<file path="src/rtl/lowrisc_hwrng_health.sv">
// Entropy health monitor: pops words from the ring-oscillator FIFO, runs RCT/APT, streams passing words.
// Latency: READ_LAT+2 cycles from the fifo_rd_o pulse to rnd_valid_o; one word per READ_LAT+4 cycles.
// Backpressure: a word waits in OUT (data stable) until rnd_ready_i; no further reads are issued meanwhile.
//
// Ports:
//   clk_i, rst_i                 clock, synchronous active-high reset
//   fifo_empty_i/data_i/rderr_i  FIFO read-side status, data (DO) and read-error flag
//   fifo_rd_o                    one-cycle read pulse to the FIFO
//   rnd_valid_o/data_o/ready_i   output random-word stream
//   alarm_clr_i                  clears alarms/underflow and restarts the startup discard
//   alarm_rct_o, alarm_apt_o     sticky health-test failures
//   underflow_o                  sticky FIFO read-error flag
//   startup_done_o               startup discard complete
module lowrisc_hwrng_health #(
  parameter int READ_LAT      = 3,
  parameter int STARTUP_WORDS = 4,
  parameter int RCT_CUTOFF    = 4,
  parameter int APT_WINDOW    = 64,
  parameter int APT_CUTOFF    = 8
) (
  input  logic        clk_i,
  input  logic        rst_i,
  input  logic        fifo_empty_i,
  input  logic [31:0] fifo_data_i,
  input  logic        fifo_rderr_i,
  output logic        fifo_rd_o,
  output logic        rnd_valid_o,
  output logic [31:0] rnd_data_o,
  input  logic        rnd_ready_i,
  input  logic        alarm_clr_i,
  output logic        alarm_rct_o,
  output logic        alarm_apt_o,
  output logic        underflow_o,
  output logic        startup_done_o
);

  localparam int LAT_W = $clog2(READ_LAT) + 1;
  localparam int DSC_W = $clog2(STARTUP_WORDS) + 1;
  localparam int RCT_W = $clog2(RCT_CUTOFF) + 1;
  localparam int WIN_W = $clog2(APT_WINDOW) + 1;
  localparam int APT_W = $clog2(APT_CUTOFF) + 1;

  localparam logic [LAT_W-1:0] WAIT_LAST = LAT_W'((READ_LAT >= 2) ? READ_LAT - 2 : 0);
  localparam logic [DSC_W-1:0] DSC_MAX   = DSC_W'(STARTUP_WORDS);
  localparam logic [RCT_W-1:0] RCT_MAX   = RCT_W'(RCT_CUTOFF);
  localparam logic [WIN_W-1:0] WIN_LAST  = WIN_W'(APT_WINDOW - 1);
  localparam logic [APT_W-1:0] APT_MAX   = APT_W'(APT_CUTOFF);

  typedef enum logic [2:0] {IDLE, REQ, WAIT, CAPTURE, CHECK, OUT} state_e;

  state_e             state_q, state_d;
  logic [LAT_W-1:0]   wait_q;
  logic [31:0]        word_q, prev_q;
  logic [RCT_W-1:0]   rct_q;
  logic [7:0]         ref_q;
  logic [WIN_W-1:0]   win_q;
  logic [APT_W-1:0]   apt_q;
  logic [DSC_W-1:0]   dsc_q;
  logic               rd_q, alarm_rct_q, alarm_apt_q, underflow_q;

  // A clear coinciding with CHECK evaluates the word against the cleared state.
  logic [RCT_W-1:0]   rct_eff, rct_nxt;
  logic [WIN_W-1:0]   win_eff, win_nxt;
  logic [APT_W-1:0]   apt_eff, apt_nxt;
  logic [DSC_W-1:0]   dsc_eff;
  logic [7:0]         ref_nxt;
  logic               rct_trip, apt_trip, trip;

  always_comb begin
    rct_eff = alarm_clr_i ? '0 : rct_q;
    win_eff = alarm_clr_i ? '0 : win_q;
    apt_eff = alarm_clr_i ? '0 : apt_q;
    dsc_eff = alarm_clr_i ? '0 : dsc_q;

    // rct count of zero means "no previous word", so the first word always restarts at 1.
    rct_nxt = RCT_W'(1);
    if ((rct_eff != '0) && (word_q == prev_q)) begin
      rct_nxt = (rct_eff >= RCT_MAX) ? rct_eff : rct_eff + 1'b1;
    end

    ref_nxt = ref_q;
    apt_nxt = apt_eff;
    if (win_eff == '0) begin
      ref_nxt = word_q[7:0];
      apt_nxt = APT_W'(1);
    end else if ((word_q[7:0] == ref_q) && (apt_eff < APT_MAX)) begin
      apt_nxt = apt_eff + 1'b1;
    end
    win_nxt = (win_eff == WIN_LAST) ? '0 : win_eff + 1'b1;

    rct_trip = (rct_nxt >= RCT_MAX);
    apt_trip = (apt_nxt >= APT_MAX);
    trip     = rct_trip || apt_trip;
  end

  always_comb begin
    state_d = state_q;
    case (state_q)
      IDLE:    if (!fifo_empty_i && !alarm_rct_q && !alarm_apt_q) state_d = REQ;
      REQ:     state_d = (READ_LAT == 1) ? CAPTURE : WAIT;
      WAIT:    if (wait_q == WAIT_LAST) state_d = CAPTURE;
      CAPTURE: state_d = CHECK;
      CHECK:   state_d = (trip || (dsc_eff < DSC_MAX)) ? IDLE : OUT;
      OUT:     if (rnd_ready_i) state_d = IDLE;
      default: state_d = IDLE;
    endcase
  end

  always_ff @(posedge clk_i) begin
    if (rst_i) begin
      state_q     <= IDLE;
      wait_q      <= '0;
      word_q      <= '0;
      prev_q      <= '0;
      rct_q       <= '0;
      ref_q       <= '0;
      win_q       <= '0;
      apt_q       <= '0;
      dsc_q       <= '0;
      rd_q        <= 1'b0;
      alarm_rct_q <= 1'b0;
      alarm_apt_q <= 1'b0;
      underflow_q <= 1'b0;
    end else begin
      state_q <= state_d;
      rd_q    <= (state_d == REQ);
      wait_q  <= (state_q == WAIT) ? wait_q + 1'b1 : '0;
      if (state_q == CAPTURE) word_q <= fifo_data_i;

      if (alarm_clr_i) begin
        rct_q       <= '0;
        prev_q      <= '0;
        win_q       <= '0;
        apt_q       <= '0;
        dsc_q       <= '0;
        alarm_rct_q <= 1'b0;
        alarm_apt_q <= 1'b0;
        underflow_q <= 1'b0;
      end

      // Placed after the clear so that a simultaneous set wins.
      if (state_q == CHECK) begin
        rct_q  <= rct_nxt;
        prev_q <= word_q;
        win_q  <= win_nxt;
        apt_q  <= apt_nxt;
        ref_q  <= ref_nxt;
        if (rct_trip) alarm_rct_q <= 1'b1;
        if (apt_trip) alarm_apt_q <= 1'b1;
        if (!trip && (dsc_eff < DSC_MAX)) dsc_q <= dsc_eff + 1'b1;
      end
      if (fifo_rderr_i) underflow_q <= 1'b1;
    end
  end

  assign fifo_rd_o      = rd_q;
  assign rnd_valid_o    = (state_q == OUT);
  assign rnd_data_o     = word_q;
  assign alarm_rct_o    = alarm_rct_q;
  assign alarm_apt_o    = alarm_apt_q;
  assign underflow_o    = underflow_q;
  assign startup_done_o = (dsc_q == DSC_MAX);

endmodule

</file>
<file path="config.mk">
export PLATFORM = sky130hd
export DESIGN_NAME = lowrisc_hwrng_health
export DESIGN_NICKNAME = d
export VERILOG_FILES = /design/src/rtl/lowrisc_hwrng_health.sv
export SDC_FILE = /design/constraint.sdc
export NUM_CORES = 1
export LEC_CHECK = 0
export CAP_MARGIN = 20
export CELL_PAD_IN_SITES_DETAIL_PLACEMENT = 0
export CELL_PAD_IN_SITES_GLOBAL_PLACEMENT = 1
export CORE_UTILIZATION = 40
export DETAILED_ROUTE_END_ITERATION = 8
export GPL_TIMING_DRIVEN = 0
export HOLD_SLACK_MARGIN = 0.08
export PLACE_DENSITY = 0.84
export SYNTH_ARGS = -nofsm -noshare
export SYNTH_HDL_FRONTEND = slang
export SYNTH_SLANG_ARGS = --single-unit
</file>
<file path="constraint.sdc">
create_clock -name clk_i -period 2.88 [get_ports clk_i]
set_input_delay 0.288 -clock clk_i [delete_from_list [all_inputs] [get_ports clk_i]]
set_output_delay 0.288 -clock clk_i [all_outputs]
set_load 0.03 [all_outputs]
</file>
; ---- Word-level counts from Yosys, hierarchy flattened
; Index checks and enable logic that the tools add are counted.
[classes]
n_addsub = 5
magnitude_cmp = 5
eq_ne = 11
mux = 29
n_bitwise = 1
n_reduce_logical = 18
[ops]
columns = op, count
row1 = $mux 32, 2
row2 = $mux 3, 11
row3 = $eq 32x32->1, 1
row4 = $mux 7, 3
row5 = $pmux 3 s6, 1
row6 = $mux 4, 4
row7 = $add 3x1->3 const B, 3
row8 = $eq 3x1->1 const B, 3
row9 = $eq 3x3->1 const B, 3
row10 = $eq 8x8->1, 1
row11 = $mux 1, 8
row12 = $add 7x1->7 const B, 1
row13 = $eq 7x6->1 const B, 1
row14 = $logic_not 7->1, 1
row15 = $eq 3x2->1 const B, 2
row16 = $ge 3x3->1 const B, 2
row17 = $logic_and 1x1->1, 5
row18 = $add 4x1->4 const B, 1
row19 = $ge 4x4->1 const B, 1
row20 = $logic_not 1->1, 4
row21 = $lt 4x4->1 const B, 1
row22 = $reduce_bool 2->1, 2
row23 = $logic_not 3->1, 1
row24 = $lt 3x3->1 const B, 1
row25 = 5 further kinds, 6
[word_totals]
reg_bits = 99
in_bits = 38
out_inout_bits = 38
elab_cells = 82

; ---- Longest topological paths before layout
; Gate-level depths: netlist of run 1.
[depth]
word_depth = 11
mapped_depth = 10
depth_no_buf = 9

; ---- Worst setup path after synthesis of run 1
; Ideal clock, no wire load.
[synth_path]
path_type = input port to flip-flop
start = input alarm_clr_i
end = register dsc_q[0]
setup_ns = 0.123
t_arrival_ns = 1.916
t_required_ns = 2.757
slack_ns = 0.841
stages = 10
n_path_buf = 1
cell_sequence = buf_4 > inv_1 > nand2_1 > ha_1 > inv_1 > o21ai_2 > nor4_2 > nand4b_1 > nand3_1 > mux2_1
[synth_between]
elab_chain_len = 11
elab_cells_between_ends = 25
classes_between = add/sub: 3 / order compare: 5 / mux: 10 / reduce/logical: 7
[synth_rtl]
columns = element, line_no
row1 = "start, declared", 30  ; input logic alarm_clr_i,
row2 = $mux 4, n/a
row3 = $lt 4x4->1, 86  ; end else if ((word_q[7:0] == ref_q) && (apt_eff < APT_MAX)) begin
row4 = $logic_and 1x1->1, 86
row5 = $mux 4, 86
row6 = $mux 4, 83  ; if (win_eff == '0) begin
row7 = $ge 4x4->1, 92  ; apt_trip = (apt_nxt >= APT_MAX);
row8 = $logic_or 1x1->1, 93  ; trip = rct_trip || apt_trip;
row9 = $logic_not 1->1, 150  ; if (!trip && (dsc_eff < DSC_MAX)) dsc_q <= dsc_eff + 1'b1;
row10 = $logic_and 1x1->1, 150
row11 = $mux 3, 150
row12 = $mux 3 (*), 142  ; if (state_q == CHECK) begin
row13 = "end signal, assigned", 150
row14 = "end, declared", 58  ; logic [DSC_W-1:0] dsc_q;
; Every way passes the cells marked *; elsewhere a longest branch is shown, timed or not.
; A chain may end at the register's enable or synchronous reset.

; ---- Worst setup path in the final report of run 1
; Ends and elaborated chain as after synthesis.

==> results.txt, run 1 <==
outcome -> finished clean
I/O Buffers -> 75
final worst-path cycle share -> 93.7%
share of the synthesized area in the top cell type -> 45.1%
DP Area -> 0.00532 mm^2
layout cells sized above 1 -> 5.53%
clock power share -> 33.8%
Pint -> 1.84 mW
Post-CTS Setup Inserts -> 0
most frequent cells in the layout -> dfxtp_1, nand2_1, clkdlybuf4s50_1
Design Power -> 2.44 mW
Hold Crit Class -> input port to register
final hold vios -> 0
fmax -> 371 MHz
Routed Antenna Nets -> 0
CP max FO -> 10
syn_nets -> 571
Hold Buf Count CTS -> 0
number of synthesized flops with an enable pin -> 0
Startpoint Class -> input port
vias in the first global route -> 3633
grt ovf -> 0
worst-margin pin slew -> 0.568 ns
post-route cell area -> 0.00550 mm^2
Logic pwr share -> 9.0%
n_diodes -> 0
die area -> 0.0114 mm^2
largest cells by area after synthesis -> dfxtp_1, xnor2_1, a21oi_1
r2r worst-path depth -> 6
fin nets -> 657
final wirelength -> 11100 um
post-CTS sizing -> 0
Netlist cell types -> 47
initial core utilization -> 41.9%
clock-pin slew on the worst setup and hold paths -> 0.09 ns
# DRC -> 0
mean number of vias per cell -> 5.13
Psw -> 0.599 mW
Root Driver -> clkbuf_8
htree depth -> 3
FF-to-FF setup slack -> 0.74 ns
drt initial violations -> 183
Yosys top cell by area -> dfxtp_1
Reg power frac -> 57.3%
Slew Viols, Final -> 0
ys async rst share -> 0%
first-pass GRT wire length -> 17900 um
crit end category -> register
# rows -> 37
Data required, critical path -> 3.14 ns
relative slew slack -> 62.1%
Pwr Density -> 444 mW/mm^2
Clock Skew -> 0.0166 ns
DIE WIDTH -> 107 um
Leak -> 2.13 nW
setup TNS -> 0 ns
DR pass1 iterations -> 4
flops & latches, synth -> 99
RR Endpoint -> dsc_q[0]
largest net degree at the start of global routing -> 16
area delta synth->final -> 25.0%
Final Setup Violations -> 0
I/O pin cnt -> 76
hold slack -> 0.464 ns
Mapped Area -> 0.00440 mm^2
clock sink total -> 99
Core Footprint -> 0.0105 mm^2
commonest non-fill, non-tap cell in the layout -> dfxtp_1
Max Buffers Root-to-Sink -> 2
via count -> 3856
syn avg cell area -> 8.38 um^2
sequential fraction of the synthesis area -> 45.1%
Max VDD drop -> 0.283 mV
Synth warnings -> 0
RD Place Congestion -> 0.791
Synth Flop Type -> dfxtp_1
DP HPWL -> 8120 um
CTS Buf Count -> 9
Max-Cap Viols -> 0
Critical Path AT -> 2.96 ns
hold depth -> 3
unrepaired setup endpoints after global routing -> false
Post-Synthesis Cells -> 525
Worst Hold Path EP -> rnd_data_o[17]
min-delay src -> fifo_data_i[17]
sw frac -> 24.5%
CTS tree -> done
crit path time final -> 2.70 ns
Die Ht -> 107 um
WS Path Type -> input port to register
Routed WL per cell -> 14.7 um
gr usage total -> 20.0%
clk_lat worst skew -> 0.37 ns
initial antenna violation count -> 0
Reg-to-Reg Start -> rnd_data_o[5]
==> sequential cells by signal (all words and copies together) (netlist names), 3 cells and up <==
| name | count |
|---|---|
| dsc_q | 3 |
| win_q | 7 |
| rnd_data_o | 32 |
| rct_q | 3 |
| state_q | 3 |
| wait_q | 3 |
| apt_q | 4 |
| ref_q | 8 |
| prev_q | 32 |
==> worst max path at each step <==
stage,start,to,slack [ns],depth (start not counted)
2_1_floorplan,alarm_clr_i,dsc_q[0],0.84,10
3_3_place_gp,alarm_clr_i,dsc_q[0],-0.10,11
3_5_place_dp,alarm_clr_i,dsc_q[0],-0.18,11
4_1_cts,alarm_clr_i,dsc_q[0],0.20,11
5_1_grt,alarm_clr_i,dsc_q[0],0.008,11
6_report,alarm_clr_i,dsc_q[0],0.18,11
==> worst max-delay path, stage by stage <==
cell and delay (ns):
clkdlybuf4s50_1 0.56, buf_4 0.26, inv_1 0.20, nand2_1 0.18, ha_1 0.22, inv_1 0.07, o21ai_2 0.06, nor4_2 0.32
nand4b_1 0.24, nand3_1 0.21, mux2_1 0.33
==> final cells by class <==
class                           count  area, um^2
Timing Repair Buffer               75         751
Fill cell                         995        5010
Multi-Input combinational cell    385        2240
Inverter                            7        26.3
Tap cell                          136         170
Buffer                             34         154
Clock inverter                      3        22.5
Clock buffer                       12         155
Sequential cell                    99        1980
==> power groups by stage <==
stage | Sequential, mW | Clock (mW) | Combinational, mW
6_report | 1.40 | 0.825 | 0.219
5_1_grt | 1.40 | 0.903 | 0.238
4_1_cts | 1.40 | 0.849 | 0.220
3_5_place_dp | 1.43 | 0 | 0.219
3_3_place_gp | 1.43 | 0 | 0.217
2_1_floorplan | 1.45 | 0 | 0.0923
==> per-stage QoR <==
stage	std cells	utilization, %	setup WS (ns)
2_1_floorplan	525	-	0.841
3_3_place_gp	736	50.6	-0.102
3_5_place_dp	736	50.6	-0.179
4_1_cts	751	52.3	0.198
5_1_grt	751	52.3	0.00769
6_report	751	52.3	0.181
==> synthesized netlist by cell type, drive strengths merged, types with 3 or more instances <==
| master | instances |
|---|---|
| xor2 | 4 |
| and3 | 34 |
| buf | 12 |
| a21oi | 73 |
| nor3 | 8 |
| nand2b | 3 |
| ha | 8 |
| xnor2 | 44 |
| nor2b | 9 |
| nand3 | 4 |
| nand2 | 82 |
| dfxtp | 99 |
| inv | 7 |
| mux2i | 10 |
| nand4 | 12 |
| clkbuf | 22 |
| o21ai | 3 |
| nor2 | 62 |
==> cells by family after synthesis <==
family          count (synthesis)  synth area share [%]
fa+ha+maj                       8                  2.28
mux                            11                  2.53
compound gates                 88                  11.0
xor+xnor                       48                  9.56
flops                          99                  45.1
buf+inv                        41                  4.10
simple gates                  230                  25.5
==> per-layer routing <==
metal | routed length (um) | share of wire [%] | vias to the layer above | track usage, %
met5 | 0 | 0 | - | 0
met4 | 129 | 1.2 | 0 | 6.95
met3 | 520 | 4.7 | 11 | 3.89
li1 | - | - | 1939 | -
met2 | 5370 | 48 | 98 | 33.6
met1 | 5060 | 46 | 1808 | 25.5
(Power assumes the default switching activity.)
==> run 2, diff against run 1 <==
--- a/config.mk
+++ b/config.mk
@@ -9,6 +9,7 @@
 export CELL_PAD_IN_SITES_DETAIL_PLACEMENT = 0
 export CELL_PAD_IN_SITES_GLOBAL_PLACEMENT = 1
 export CORE_UTILIZATION = 40
+export CTS_CLUSTER_SIZE = 14
 export DETAILED_ROUTE_END_ITERATION = 8
 export GPL_TIMING_DRIVEN = 0
 export HOLD_SLACK_MARGIN = 0.08
==> results of run 2 <==
The final DEF is identical to that of run 1; final timing and power are the same.
